==> src/rtl/mem_port_arbiter_32.sv <==
// mem_port_arbiter_32: single-port memory arbiter sharing unified text/data memory between fetch and load/store ports.
module mem_port_arbiter_32 #(
    parameter int MEMORY_DEPTH = 64,
    parameter int TEXT_WORDS = 32,
    parameter int DATA_WIDTH = 32,
    parameter logic [DATA_WIDTH-1:0] TEXT_BASE = 32'h0040_0000,
    parameter logic [DATA_WIDTH-1:0] DATA_BASE = 32'h1001_0000,
    parameter int MAX_WAIT = 3
) (
    input  logic                            clk_i,
    input  logic                            reset_i,
    input  logic                            IF_Req_i,
    input  logic [DATA_WIDTH-1:0]           IF_Addr_i,
    output logic                            IF_Ack_o,
    output logic [DATA_WIDTH-1:0]           IF_Data_o,
    output logic                            IF_Fault_o,
    input  logic                            D_Req_i,
    input  logic                            D_We_i,
    input  logic [DATA_WIDTH-1:0]           D_Addr_i,
    input  logic [DATA_WIDTH-1:0]           D_WrData_i,
    output logic                            D_Ack_o,
    output logic [DATA_WIDTH-1:0]           D_Data_o,
    output logic                            D_Fault_o,
    output logic [$clog2(MEMORY_DEPTH)-1:0] Mem_Addr_o,
    output logic                            Mem_We_o,
    output logic [DATA_WIDTH-1:0]           Mem_WrData_o,
    input  logic [DATA_WIDTH-1:0]           Mem_RdData_i,
    output logic                            Busy_o
);
    localparam int ADDR_W = $clog2(MEMORY_DEPTH);
    localparam int SW = $clog2(MAX_WAIT + 1);
    localparam logic [DATA_WIDTH-1:0] TEXT_END = TEXT_BASE + DATA_WIDTH'(4 * TEXT_WORDS);
    localparam logic [DATA_WIDTH-1:0] DATA_END = DATA_BASE + DATA_WIDTH'(4 * (MEMORY_DEPTH - TEXT_WORDS));
    localparam logic [SW-1:0] SMAX = SW'(MAX_WAIT);

    typedef enum logic [1:0] {IDLE, ACCESS, RESP} state_t;

    state_t                state;
    logic [SW-1:0]         starve_cnt;
    logic                  win_d;
    logic                  lat_we;
    logic                  lat_fault;
    logic [ADDR_W-1:0]     lat_idx;
    logic [DATA_WIDTH-1:0] lat_wdata;

    logic                  pick_d;
    logic                  sel_we;
    logic                  text_hit;
    logic                  data_hit;
    logic                  dec_fault;
    logic [DATA_WIDTH-1:0] sel_addr;
    logic [ADDR_W-1:0]     dec_idx;
    logic [SW-1:0]         starve_inc;

    always_comb begin
        pick_d = D_Req_i && !(IF_Req_i && starve_cnt == SMAX);
        sel_addr = pick_d ? D_Addr_i : IF_Addr_i;
        sel_we = pick_d && D_We_i;
        text_hit = sel_addr >= TEXT_BASE && sel_addr < TEXT_END;
        data_hit = sel_addr >= DATA_BASE && sel_addr < DATA_END;
        dec_idx = text_hit ? ADDR_W'((sel_addr - TEXT_BASE) >> 2)
                           : ADDR_W'(TEXT_WORDS) + ADDR_W'((sel_addr - DATA_BASE) >> 2);
        dec_fault = sel_addr[1:0] != 2'b00 || !(text_hit || data_hit) || (sel_we && text_hit);
        starve_inc = starve_cnt == SMAX ? SMAX : starve_cnt + SW'(1);
    end

    // Mem_* are driven straight from the latched request so reset drops the write strobe at once.
    assign Mem_Addr_o = state == ACCESS ? lat_idx : '0;
    assign Mem_We_o = state == ACCESS && lat_we;
    assign Mem_WrData_o = state == ACCESS ? lat_wdata : '0;

    always_ff @(posedge clk_i or posedge reset_i) begin
        if (reset_i) begin
            state <= IDLE;
            starve_cnt <= '0;
            win_d <= 1'b0;
            lat_we <= 1'b0;
            lat_fault <= 1'b0;
            lat_idx <= '0;
            lat_wdata <= '0;
            IF_Ack_o <= 1'b0;
            IF_Fault_o <= 1'b0;
            IF_Data_o <= '0;
            D_Ack_o <= 1'b0;
            D_Fault_o <= 1'b0;
            D_Data_o <= '0;
            Busy_o <= 1'b0;
        end else begin
            IF_Ack_o <= 1'b0;
            IF_Fault_o <= 1'b0;
            D_Ack_o <= 1'b0;
            D_Fault_o <= 1'b0;
            case (state)
                IDLE: if (IF_Req_i || D_Req_i) begin
                    state <= ACCESS;
                    Busy_o <= 1'b1;
                    win_d <= pick_d;
                    lat_we <= sel_we && !dec_fault;
                    lat_fault <= dec_fault;
                    lat_idx <= dec_fault ? '0 : dec_idx;
                    lat_wdata <= pick_d ? D_WrData_i : '0;
                    starve_cnt <= (IF_Req_i && pick_d) ? starve_inc : '0;
                end
                ACCESS: begin
                    state <= RESP;
                    if (win_d) begin
                        D_Ack_o <= 1'b1;
                        D_Fault_o <= lat_fault;
                        D_Data_o <= (lat_fault || lat_we) ? '0 : Mem_RdData_i;
                    end else begin
                        IF_Ack_o <= 1'b1;
                        IF_Fault_o <= lat_fault;
                        IF_Data_o <= lat_fault ? '0 : Mem_RdData_i;
                    end
                end
                RESP: begin
                    state <= IDLE;
                    Busy_o <= 1'b0;
                end
                default: state <= IDLE;
            endcase
        end
    end
endmodule

==> config.mk <==
export PLATFORM = sky130hd
export DESIGN_NAME = mem_port_arbiter_32
export DESIGN_NICKNAME = d
export VERILOG_FILES = /design/src/rtl/mem_port_arbiter_32.sv
export SDC_FILE = /design/constraint.sdc
export NUM_CORES = 1
export LEC_CHECK = 0
export ABC_AREA = 1
export ABC_CLOCK_PERIOD_IN_PS = 5730
export BUFFER_PORTS_ARGS = -buffer_cell sky130_fd_sc_hd__buf_2
export CELL_PAD_IN_SITES_DETAIL_PLACEMENT = 2
export CELL_PAD_IN_SITES_GLOBAL_PLACEMENT = 2
export CORE_UTILIZATION = 27
export DETAILED_ROUTE_END_ITERATION = 7
export PLACE_DENSITY = 0.95
export SLEW_MARGIN = 20
export SYNTH_ARGS = -nofsm -noshare
export SYNTH_HDL_FRONTEND = slang
export SYNTH_SLANG_ARGS = --single-unit
export TNS_END_PERCENT = 1
==> constraint.sdc <==
create_clock -name clk_i -period 5.73 [get_ports clk_i]
set_input_delay 0.2865 -clock clk_i [delete_from_list [all_inputs] [get_ports clk_i]]
set_output_delay 0.2865 -clock clk_i [all_outputs]
set_load 0.01 [all_outputs]
==> impl_metrics.ini <==
[floorplanning]
die_w_um = 141
row_count = 50
dieArea_um2 = 19900
fp.dieH_um = 141
fp.coreArea_um2 = 18800
start_util = 0.277
ioPinCount = 241

[critical_path]
rrSetupSlack_ps = 3250
start_kind = flop
cp-end-kind = flop
cp_top_family = buffers and inverters
crit_required_ps = 6040
cpPeakStageDelay_ps = 830
cp_slowest_cell = inv_2
rr_worst_depth = 7
r2r-end = lat_fault
path_cells = nor2_1, o21ai_1, inv_2, o21a_1, nand3_1, nand2_1, inv_1
crit_buf_inv = 2
cp.arrival_ps = 2780
cp_max_fo = 70
startpoint = state[1]
r2r-start = state[1]
crit_type = flop to flop
path_depth = 7
crit_end = lat_fault

[layout]
diodes = 0
area_growth_syn_to_layout_pct = 38.8
register_area_um2 = 2850
mostFrequentLayoutCells = buf_2, nand2_1, dfrtp_1
drive_gt1_frac = 0.340
fin_cells = 1147
nFillCells = 2206
fin_nets = 1007
mostFrequentLayoutCell = buf_2
multi_input_area_um2 = 1960

[timing]
hold_viol = 0
fin_setup_tns_ps = 0
setup_viol = 0
rsz0062_at_grt = false
period_share = 0.432
slew-limit-headroom = 0.334
fmax_ghz = 0.404
worst_slew_pin_slew_ps = 998
maxSlewViolCount = 0
period_needed_ps = 2480
skew_ps = 8.53

[logic_synthesis]
yosysSeqAreaShare = 0.547
ys_ff_latch = 114
synthDistinctLibCells = 28
synth.cell_area_um2 = 5220
synthCells = 646
yosysWarnings = 0
avgSynthCellArea_um2 = 8.08
syn_nets = 779

[clock_network]
cts_sinks = 114
post_cts_buffers = 0
path_clk_slew_ps = 60
numCtsBuffers = 17
cts-root-buf = clkbuf_16
htreeDepth = 4
clock_latency_ps = 410
cts_resized = 0
cts_buffer_depth = 2
cts_tree = done

[placed_design]
gp_congestion = 0.760
dp_cells = 1114
hpwl_mm = 14.1
place.port_buffers = 240

[run]
maxCapViolCount = 0

[route]
drt_first_iter_violations = 143
avgViaCountPerCell = 4.64
wl_per_cell_um = 17.3
drt_first_pass_iters = 4
via_count = 5323
drtAntennaViolNets = 0
wl_mm = 19.8
drc = 0

[hold_path]
hold_class = input port to flop

[power_and_ir_drop]
p_comb_frac = 0.260
p_leak_uw = 0.00416
ir_drop_v = 0.000186
switching_share = 0.355
p_switching_uw = 1010
power.density_nw_per_um2 = 395
p_seq_frac = 0.351
internal_power_uw = 1840
power.share.clock = 0.390

[global_route]
track_usage = 0.209
antenna_found_initial = 0
grt_max_degree = 71
grt_pass1_vias = 5990
grt_pass1_wl_mm = 32.0
grt_overflow_total = 0

[run_status]
status = completed
==> tightest hold or removal path, cell delays in order <==
cell and delay (ps):
buf_2 80, nand3_1 60, o21ai_0 60
==> through the flow <==
step	util	power, µW	instance area (µm²)	hold WS, ps	setup slack, ps
2_1_floorplan	-	1460	5220	424	2430
3_3_place_gp	0.351	1710	6610	422	2910
3_5_place_dp	0.351	1770	6610	422	3180
4_1_cts	0.385	2910	7240	97.5	3200
5_1_grt	0.385	3020	7240	111	2960
6_report	0.385	2860	7240	118	3250
==> area by class of cell <==
cell class,instances,share of cell area
timing repair buffer,245,0.171
multi-input combinational,431,0.270
sequential,114,0.394
inverter,65,0.0340
tap,260,0.0449
clock buffer,18,0.0606
clock inverter,14,0.0251
==> what timing repair did <==
item                                   in CTS  in global routing
hold buffers                                1                  0
endpoints found under the hold margin      46                  0
setup endpoints to repair                   0                  0
==> power groups by stage <==
stage          registers (µW)  clock network (µW)  logic, µW
6_report                 1000                1110        742
5_1_grt                  1020                1170        828
4_1_cts                  1010                1140        760
3_5_place_dp             1020                   0        751
3_3_place_gp             1000                   0        710
2_1_floorplan            1010                   0        452
==> layer usage <==
metal	routed length, µm	up-vias	GRT usage
met5	0	-	0
met4	329	0	0.0635
met3	1110	28	0.0574
met2	10300	170	0.382
met1	8090	2635	0.236
li1	-	2490	-
==> state kept, by name, indices dropped and copies added, names as in the netlist, 2 cells and up <==
signal,flops
lat_idx,6
state,2
IF_Data_o,32
starve_cnt,2
D_Data_o,32
lat_wdata,32
==> kinds of logic after synthesis <==
| logic type | share of synthesized area |
|---|---|
| compound gates | 0.0381 |
| simple gates | 0.335 |
| flops | 0.547 |
| buf+inv | 0.0801 |
==> Yosys cell counts (all sizes together) <==
master,count,area share
and2,1,0.0012
nand3,102,0.10
o21ai,37,0.035
nor2,72,0.055
clkbuf,24,0.019
nand2,200,0.15
clkinv,1,0.00072
nand3b,2,0.0029
buf,12,0.014
nand4,11,0.016
inv,64,0.046
o21a,1,0.0014
nor3,3,0.0029
or2,1,0.0012
o22ai,1,0.0012
dfrtp,114,0.55
==> how the worst min path moves through the flow <==
stage,from,end,slack [ps],depth (start not counted)
floorplan,Mem_RdData_i[0],D_Data_o[0],420,2
global placement,reset_i,lat_wdata[7],420,2
detailed placement,reset_i,lat_wdata[12],420,2
CTS,D_WrData_i[1],lat_wdata[1],100,3
global route,Mem_RdData_i[21],D_Data_o[21],110,3
finish,D_WrData_i[28],lat_wdata[28],120,3
Note: power is estimated with default switching activity, not from simulation.
